==> config.mk <==
export PLATFORM = sky130hd
export DESIGN_NAME = ppu_packer
export DESIGN_NICKNAME = d
export VERILOG_FILES = /design/src/rtl/ppu_pkg.sv /design/src/rtl/sync_fifo.sv /design/src/rtl/ppu_packer.sv
export SDC_FILE = /design/constraint.sdc
export NUM_CORES = 1
export LEC_CHECK = 0
export CELL_PAD_IN_SITES_DETAIL_PLACEMENT = 1
export CELL_PAD_IN_SITES_GLOBAL_PLACEMENT = 1
export CORE_MARGIN = 1.5
export CORE_UTILIZATION = 50
export CTS_BUF_LIST = sky130_fd_sc_hd__clkbuf_4
export CTS_CLUSTER_DIAMETER = 200
export DETAILED_ROUTE_END_ITERATION = 8
export PLACE_DENSITY_LB_ADDON = 0.05
export SLEW_MARGIN = 30
export SYNTH_ARGS = -nofsm -noshare
export SYNTH_HDL_FRONTEND = slang
export SYNTH_SLANG_ARGS = --single-unit
==> constraint.sdc <==
create_clock -name clk -period 8.5 [get_ports clk]
set_input_delay 0.85 -clock clk [delete_from_list [all_inputs] [get_ports clk]]
set_output_delay 0.85 -clock clk [all_outputs]
set_load 0.03 [all_outputs]
==> src/rtl/ppu_pkg.sv <==
// rtl/ppu_pkg.sv - shared constants and FSM state type for the PPU output packer
package ppu_pkg;
    localparam int DATA_BITS      = 32;
    localparam int BYTES_PER_WORD = 4;
    localparam int FIFO_DEPTH     = 4;

    typedef enum logic [1:0] {
        IDLE  = 2'd0,
        PACK  = 2'd1,
        DRAIN = 2'd2,
        DONE  = 2'd3
    } packer_state_e;
endpackage

==> src/rtl/sync_fifo.sv <==
// rtl/sync_fifo.sv - single-clock FIFO; simultaneous push and pop is allowed even when full
module sync_fifo #(
    parameter int WIDTH = 36,
    parameter int DEPTH = 4
) (
    input  logic             clk,
    input  logic             rst,
    input  logic             push,
    input  logic [WIDTH-1:0] push_data,
    input  logic             pop,
    output logic [WIDTH-1:0] pop_data,
    output logic             full,
    output logic             empty
);
    localparam int PW = (DEPTH > 1) ? $clog2(DEPTH) : 1;
    localparam int CW = $clog2(DEPTH + 1);

    logic [WIDTH-1:0] mem_q [DEPTH];
    logic [PW-1:0]    wr_ptr_q, rd_ptr_q;
    logic [CW-1:0]    count_q;
    logic             do_push, do_pop;

    function automatic logic [PW-1:0] next_ptr(input logic [PW-1:0] p);
        return (p == PW'(DEPTH - 1)) ? '0 : p + 1'b1;
    endfunction

    assign empty    = (count_q == '0);
    assign full     = (count_q == CW'(DEPTH));
    assign do_pop   = pop && !empty;
    // A full FIFO still takes a push when the head leaves in the same cycle
    assign do_push  = push && (!full || do_pop);
    assign pop_data = mem_q[rd_ptr_q];

    always_ff @(posedge clk) begin
        if (rst) begin
            wr_ptr_q <= '0;
            rd_ptr_q <= '0;
            count_q  <= '0;
        end else begin
            if (do_push) wr_ptr_q <= next_ptr(wr_ptr_q);
            if (do_pop)  rd_ptr_q <= next_ptr(rd_ptr_q);
            count_q <= count_q + CW'(do_push) - CW'(do_pop);
        end
    end

    always_ff @(posedge clk) begin
        if (do_push) mem_q[wr_ptr_q] <= push_data;
    end
endmodule

==> src/rtl/ppu_packer.sv <==
// rtl/ppu_packer.sv - packs the PPU byte stream into little-endian GLB words with byte strobes
module ppu_packer #(
    parameter int DATA_BITS  = ppu_pkg::DATA_BITS,
    parameter int FIFO_DEPTH = ppu_pkg::FIFO_DEPTH
) (
    input  logic                 clk,
    input  logic                 rst,
    input  logic                 start,
    input  logic [31:0]          base_addr,
    input  logic [15:0]          num_bytes,
    input  logic                 in_valid,
    input  logic [7:0]           in_data,
    output logic                 glb_wvalid,
    output logic [31:0]          glb_waddr,
    output logic [DATA_BITS-1:0] glb_wdata,
    output logic [3:0]           glb_wstrb,
    input  logic                 glb_wready,
    output logic                 busy,
    output logic                 done,
    output logic                 overflow
);
    import ppu_pkg::*;

    localparam int NB = BYTES_PER_WORD;
    localparam int LW = $clog2(NB);

    packer_state_e          state_q, state_d;
    logic [LW-1:0]          lane_q, lane_d;
    logic [15:0]            count_q, count_d, len_q, len_d;
    logic [DATA_BITS-1:0]   word_q, word_d, word_fill;
    logic [NB-1:0]          strb_q, strb_d, strb_fill;
    logic [31:0]            waddr_q, waddr_d;
    logic                   ovf_q, ovf_d;
    logic                   accept, last, push, pop, fifo_full, fifo_empty;
    logic [DATA_BITS+NB-1:0] head;

    sync_fifo #(.WIDTH(DATA_BITS + NB), .DEPTH(FIFO_DEPTH)) u_fifo (
        .clk       (clk),
        .rst       (rst),
        .push      (push),
        .push_data ({strb_fill, word_fill}),
        .pop       (pop),
        .pop_data  (head),
        .full      (fifo_full),
        .empty     (fifo_empty)
    );

    always_comb begin
        word_fill = word_q;
        word_fill[8*lane_q +: 8] = in_data;
        strb_fill = strb_q | (NB'(1) << lane_q);
        accept    = in_valid && (state_q == PACK);
        last      = (count_q == len_q - 16'd1);
        push      = accept && ((lane_q == LW'(NB - 1)) || last);
        pop       = glb_wready && !fifo_empty;
    end

    always_comb begin
        state_d = state_q;
        lane_d  = lane_q;
        count_d = count_q;
        len_d   = len_q;
        word_d  = word_q;
        strb_d  = strb_q;
        waddr_d = pop ? waddr_q + 32'd4 : waddr_q;
        ovf_d   = ovf_q || (push && fifo_full && !pop);
        case (state_q)
            IDLE: if (start) begin
                len_d   = num_bytes;
                count_d = '0;
                lane_d  = '0;
                word_d  = '0;
                strb_d  = '0;
                waddr_d = base_addr;
                ovf_d   = 1'b0;
                state_d = (num_bytes == 16'd0) ? DONE : PACK;
            end
            PACK: if (accept) begin
                count_d = count_q + 16'd1;
                lane_d  = lane_q + 1'b1;
                // Clear the assembly register on push so unfilled lanes of the next word read 0
                word_d  = push ? '0 : word_fill;
                strb_d  = push ? '0 : strb_fill;
                if (last) state_d = DRAIN;
            end
            DRAIN:   if (fifo_empty) state_d = DONE;
            DONE:    state_d = IDLE;
            default: state_d = IDLE;
        endcase
    end

    always_ff @(posedge clk) begin
        if (rst) begin
            state_q <= IDLE;
            lane_q  <= '0;
            count_q <= '0;
            len_q   <= '0;
            word_q  <= '0;
            strb_q  <= '0;
            waddr_q <= '0;
            ovf_q   <= 1'b0;
        end else begin
            state_q <= state_d;
            lane_q  <= lane_d;
            count_q <= count_d;
            len_q   <= len_d;
            word_q  <= word_d;
            strb_q  <= strb_d;
            waddr_q <= waddr_d;
            ovf_q   <= ovf_d;
        end
    end

    assign glb_wvalid = !fifo_empty;
    assign glb_waddr  = waddr_q;
    assign glb_wdata  = fifo_empty ? '0 : head[DATA_BITS-1:0];
    assign glb_wstrb  = fifo_empty ? '0 : head[DATA_BITS +: NB];
    assign busy       = (state_q == PACK) || (state_q == DRAIN);
    assign done       = (state_q == DONE);
    assign overflow   = ovf_q;
endmodule

==> results.sh, run 1 <==
export IMPL_clk_latency_ns=0.66
export IMPL_cts_repair_resized=0
export IMPL_dr_pass1_iters=4
export IMPL_yosysTopAreaCell="edfxtp_1"
export IMPL_syn_inst=962
export IMPL_grt_pass1_vias=8897
export IMPL_cp_cell_sequence="buf_4 -> mux4_2 -> and2_1 -> clkdlybuf4s50_1"
export IMPL_maxSlewHeadroom=0.477
export IMPL_netlist_top_cells_area="edfxtp_1 38%, dfxtp_1 20%, mux4_2 7.1%"
export IMPL_drv_cap=0
export IMPL_finalSetupViolCount=0
export IMPL_cp_top_family="buffers and inverters"
export IMPL_clkTransAtPathRegs_ns=0.06
export IMPL_drive_gt1_frac=0.165
export IMPL_ys_ff_latch=258
export IMPL_synthToLayoutAreaGrowth_pct=22.1
export IMPL_clock_sinks=258
export IMPL_p_leak_nw=4.92
export IMPL_power_density_nw_per_um2=286
export IMPL_num_rows=55
export IMPL_worst_r2r_endpoint="u_fifo.count_q[1]"
export IMPL_cts_buffers=68
export IMPL_fp_dieW_um=154
export IMPL_via_count=8180
export IMPL_worst_pin_slew_ns=0.777
export IMPL_slowest_delay_ns=0.62
export IMPL_ctsHtreeMaxLevel=3
export IMPL_min_from="glb_waddr[1]"
export IMPL_setup_tns_ns=0
export IMPL_grt_pass1_wl_mm=45.8
export IMPL_syn_nets=1046
export IMPL_ys_async_sr_fraction=0
export IMPL_drt_total_wl_mm=28.0
export IMPL_cts_tree="yes"
export IMPL_rr_worst_depth=11
export IMPL_first_iter_violations=357
export IMPL_place_ws_ns=4.43
export IMPL_die_area_um2=23800
export IMPL_whs_ns=0.461
export IMPL_r2r_start="len_q[0]"
export IMPL_synth_edff_count=144
export IMPL_post_route_period_util=0.448
export IMPL_final_core_util=0.619
export IMPL_ys_types=64
export IMPL_grt_ovfl_total=0
export IMPL_holdCritPathClass="flop to flop"
export IMPL_gp_congestion=0.876
export IMPL_critPathRequiredTime_ns=7.65
export IMPL_peakVddDrop_mv=0.117
export IMPL_crit_buf_inv=2
export IMPL_io_buffers=132
export IMPL_root_buffer="clkbuf_4"
export IMPL_antenna_found_initial=1
export IMPL_cp_arrival_ns=2.96
export IMPL_synth_top_flop_cell="edfxtp_1"
export IMPL_netlist_area_um2=11400
export IMPL_ant_nets=0
export IMPL_fin_crit_ns=3.81
export IMPL_start_util=0.507
export IMPL_worst_slack_ns=4.69
export IMPL_hold_viol=0
export IMPL_syn_area_per_cell_um2=11.9
export IMPL_fillCellCount=2340
export IMPL_status="finished, final reports clean"
export IMPL_skew_ns=0.0441
export IMPL_core_area_um2=22600
export IMPL_die_y_um=154
export IMPL_post_cts_buffers=0
export IMPL_wire_per_inst_um=19.1
export IMPL_fmax_ghz=0.263
export IMPL_clk_path_buf_depth=3
export IMPL_crit_type="flop to primary output"
export IMPL_place_hpwl_mm=18.3
export IMPL_ios=133
export IMPL_cp_start_kind="flop"
export IMPL_rsz0062_at_grt="false"
export IMPL_finalNetCount=1212
export IMPL_worstHoldEndpoint="glb_waddr[1]"
export IMPL_grt_max_degree=63
export IMPL_yosys_area_top_type_share=0.378
export IMPL_end_kind="primary output"
export IMPL_drc=0
export IMPL_ys_warnings_count=0
export IMPL_viasPerCell=5.58
export IMPL_holdBufCountCts=0
export IMPL_crit_path_max_fanout=36
export IMPL_cpMaxStageDelayCell="mux4_2"
export IMPL_grtUsageTotal=0.245
export IMPL_ys_seq_area_frac=0.578
export IMPL_r2r_slack_ns=4.72
export IMPL_hold_depth=2
export IMPL_final_max_slew_viol_count=0
[Yosys cell counts, types with 30 or more instances]
cell	count
edfxtp_1	144
dfxtp_1	114
nand2_1	91
nor2_1	66
inv_1	54
o21ai_0	46
and2_1	41
mux4_2	36
a21oi_1	34
clkbuf_1	34
a22o_1	30
xor2_1	30
[state kept, by name (all words and copies together), names as in the netlist, named ones only]
| register | flops |
|---|---|
| word_q | 32 |
| u_fifo.mem_q | 144 |
| state_q | 2 |
| overflow | 1 |
| u_fifo.rd_ptr_q | 2 |
| strb_q | 4 |
| glb_waddr | 32 |
| u_fifo.wr_ptr_q | 2 |
| len_q | 16 |
| lane_q | 2 |
| u_fifo.count_q | 3 |
| count_q | 16 |
[worst reg2reg max path, cell delays in order, from the launching register on]
cell	delay (ns)
dfxtp_1	0.38
inv_1	0.09
ha_1	0.34
or4b_1	0.57
or4_2	0.58
nand3b_1	0.18
a32oi_1	0.31
a41oi_1	0.25
nor2_1	0.23
ha_1	0.19
fa_1	0.40
nor2b_1	0.13
[per-layer routing]
| metal | GRT usage | wire (um) | part of all wire |
|---|---|---|---|
| met1 | 0.297 | 11900 | 0.42 |
| met2 | 0.424 | 14100 | 0.50 |
| met4 | 0.0989 | 688 | 0.025 |
| met5 | 0 | 0 | 0 |
| met3 | 0.0535 | 1370 | 0.049 |
[worst max-delay path by stage]
stage	startpoint	to	cells after the start
after floorplan	len_q[0]	u_fifo.mem_q[3][0]	10
after global placement	len_q[0]	u_fifo.mem_q[1][20]	8
after detailed placement	len_q[0]	u_fifo.mem_q[1][10]	8
after CTS	len_q[0]	u_fifo.mem_q[1][15]	8
after global routing	flop	glb_wstrb[3]	4
final	flop	glb_wdata[1]	4
[where the power goes]
part           total (mW)  internal, mW  switching (mW)
combinational        1.34         0.551           0.785
clock                1.18         0.681           0.502
sequential           1.48          1.39          0.0825
total                4.00          2.63            1.37
[layout by cell type (no fill, tap or decap), types with 25 or more instances in the layout]
cell type / netlist / final
clkdlybuf4s50_1: 0 / 131
clkbuf_4: 0 / 111
edfxtp_1: 144 / 144
a211oi_1: 25 / 25
inv_1: 54 / 54
nand2_1: 91 / 90
nor2_1: 66 / 65
mux4_2: 36 / 36
a22o_1: 30 / 30
xor2_1: 30 / 30
dfxtp_1: 114 / 113
and2_1: 41 / 41
o21ai_0: 46 / 46
a21oi_1: 34 / 34
xnor2_1: 25 / 25
[logic make-up (layout without fill, tap and decap cells)]
logic type,Yosys count,count (layout),share of synthesized area
xor gates and xnor gates,55,55,0.0421
other,0,1,0
and+or+nand+nor,315,315,0.141
adders and majority gates,23,23,0.0258
DFF,258,258,0.578
buffers and inverters,100,317,0.0362
AOI/OAI and AO/OA,173,173,0.105
muxes,38,38,0.0728
[per-stage QoR]
step	area, um^2	total power, mW	instances
2_1_floorplan	11400	2.37	962
3_3_place_gp	13000	2.81	1343
3_5_place_dp	13000	2.85	1343
4_1_cts	13900	4.05	1464
5_1_grt	14000	4.21	1465
6_report	14000	4.00	1465
[area by class of cell]
cell class | instances | area, um^2 | area share
Tap cell | 285 | 357 | 0.0255
Inverter | 55 | 206 | 0.0148
Clock buffer | 111 | 833 | 0.0597
Multi-Input combinational cell | 604 | 4440 | 0.318
Clock inverter | 10 | 126 | 0.00905
Antenna cell | 1 | 2.50 | 0.000179
Timing Repair Buffer | 141 | 1380 | 0.0991
Sequential cell | 258 | 6610 | 0.473
Power figures use the tool's default switching activity.
==> inputs of run 2 (changes only) <==
- CORE_UTILIZATION: 50 -> 42
- clock period: 8.5 -> 3.5 ns (I/O delays scaled with it)
==> results.sh, run 2 (synthesis results as in run 1) <==
export IMPL_status="finished, final reports clean"
export IMPL_dp_cells=1427
export IMPL_antenna_found_initial=1
export IMPL_routed_wl_met2_mm=13.4
export IMPL_wire_per_inst_um=17.8
export IMPL_seq_area_um2=6610
export IMPL_fillCellCount=2895
export IMPL_setup_tns_ns=0
export IMPL_cp_top_family="simple AND/OR/NAND/NOR gates"
export IMPL_met1Wirelength_mm=12.5
export IMPL_drive_gt1_frac=0.180
export IMPL_fp_dieW_um=168
export IMPL_hold_depth=3
export IMPL_finalNetCount=1242
export IMPL_fin_crit_ns=3.29
export IMPL_clock_sinks=258
export IMPL_place_ws_ns=0.0729
export IMPL_worstHoldEndpoint="word_q[27]"
export IMPL_gp_congestion=0.807
export IMPL_layout_common_cells="144 x edfxtp_1, 131 x clkdlybuf4s50_1, 113 x dfxtp_1"
export IMPL_via_count=8101
export IMPL_worst_pin_slew_ns=0.882
export IMPL_num_rows=60
export IMPL_die_area_um2=28200
export IMPL_clkTransAtPathRegs_ns=0.07
export IMPL_p_leak_nw=5.06
export IMPL_cts_repair_resized=0
export IMPL_grt_pass1_wl_mm=44.7
export IMPL_r2r_slack_ns=0.21
export IMPL_drc=0
export IMPL_cp_common_cell="ha_1"
export IMPL_post_cts_buffers=0
export IMPL_grtUsageTotal=0.201
export IMPL_holdCritPathClass="input port to flop"
export IMPL_multi_input_area_um2=4450
export IMPL_viasPerCell=5.22
export IMPL_core_area_um2=26800
export IMPL_power_density_nw_per_um2=673
export IMPL_peakVddDrop_mv=0.313
export IMPL_clk_latency_ns=0.68
export IMPL_drv_cap=0
export IMPL_grt_max_degree=68
export IMPL_maxSlewHeadroom=0.410
export IMPL_critPathRequiredTime_ns=4.01
export IMPL_finalSetupViolCount=0
export IMPL_regMostFlops="u_fifo.mem_q"
export IMPL_cts_tree="yes"
export IMPL_cp_arrival_ns=3.81
export IMPL_cp_cell_sequence="inv_1 -> ha_1 -> or4b_1 -> or4_2 -> nand3b_1 -> a32oi_2 -> a41oi_2 -> nor2_1 -> ha_1 -> fa_1 -> nor2b_1"
export IMPL_hold_viol=0
export IMPL_post_route_period_util=0.941
export IMPL_slowest_delay_ns=0.57
export IMPL_dr_max_layer_used="met4"
export IMPL_crit_buf_inv=1
export IMPL_largest_register_ffs=144
export IMPL_place_hpwl_mm=18.2
export IMPL_ant_nets=0
export IMPL_worst_r2r_endpoint="u_fifo.count_q[1]"
export IMPL_cp_start_kind="flop"
export IMPL_worst_slack_ns=0.206
export IMPL_path_depth=11
export IMPL_cts_buffers=70
export IMPL_synthToLayoutAreaGrowth_pct=24.7
export IMPL_skew_ns=0.0565
export IMPL_end_kind="flop"
export IMPL_crit_path_max_fanout=3
export IMPL_grt_ovfl_total=0
export IMPL_min_from="rst"
export IMPL_dr_pass1_iters=4
export IMPL_wl_met3_mm=1.41
export IMPL_r2r_start="len_q[1]"
export IMPL_drt_total_wl_mm=27.7
export IMPL_start_util=0.427
export IMPL_die_y_um=168
export IMPL_first_iter_violations=317
export IMPL_root_buffer="clkbuf_4"
export IMPL_holdBufCountCts=0
export IMPL_layout_commonest_cell="edfxtp_1"
export IMPL_rr_worst_depth=11
export IMPL_grt_pass1_vias=8477
export IMPL_io_buffers=132
export IMPL_crit_type="flop to flop"
export IMPL_cpMaxStageDelayCell="or4_2"
export IMPL_final_max_slew_viol_count=0
export IMPL_clk_path_buf_depth=3
export IMPL_final_core_util=0.532
export IMPL_final_cells=1551
export IMPL_ctsHtreeMaxLevel=3
export IMPL_fmax_ghz=0.304
export IMPL_ios=133
## run 2: worst max-delay path by stage
stage / startpoint / endpoint
floorplan: len_q[0] / u_fifo.mem_q[3][0]
global placement: len_q[0] / word_q[8]
detailed placement: len_q[0] / u_fifo.count_q[1]
CTS: len_q[1] / u_fifo.count_q[1]
global route: len_q[1] / u_fifo.count_q[1]
finish: len_q[1] / u_fifo.count_q[1]
## run 2: routing by layer
| layer | GRT usage | vias up |
|---|---|---|
| met2 | 0.338 | 163 |
| met5 | 0 | - |
| met4 | 0.0693 | 0 |
| li1 | - | 3947 |
| met1 | 0.256 | 3959 |
| met3 | 0.0484 | 32 |
## run 2: tightest hold or removal path: cells and delay by family
| family | cells | cell delay [ns] |
|---|---|---|
| AOI/OAI and AO/OA | 1 | 0.23 |
| buffers and inverters | 1 | 0.19 |
| and+or+nand+nor | 1 | 0.13 |
## run 2: layout make-up
type	instances	area share
sequential	258	0.463
multi-input combinational	604	0.312
timing repair buffer	169	0.118
clock buffer	104	0.0548
tap	341	0.0299
inverter	55	0.0145
clock inverter	19	0.00772
antenna	1	0.000176
## run 2: through the flow
step	instance area, um^2	power, mW	hold slack (ns)
global route	14300	10.2	0.271
floorplan	11400	5.75	0.435
detailed placement	13300	7.02	0.454
finish	14300	9.59	0.275
global placement	13300	6.97	0.449
CTS	14200	9.75	0.220
## run 2: report_power, final
| group | switching [mW] | total [mW] | internal, mW | leakage, nW |
|---|---|---|---|---|
| registers | 0.177 | 3.56 | 3.39 | 2.33 |
| clock network | 1.24 | 2.67 | 1.44 | 0.539 |
| logic | 1.92 | 3.35 | 1.43 | 2.19 |
| total | 3.33 | 9.59 | 6.26 | 5.06 |
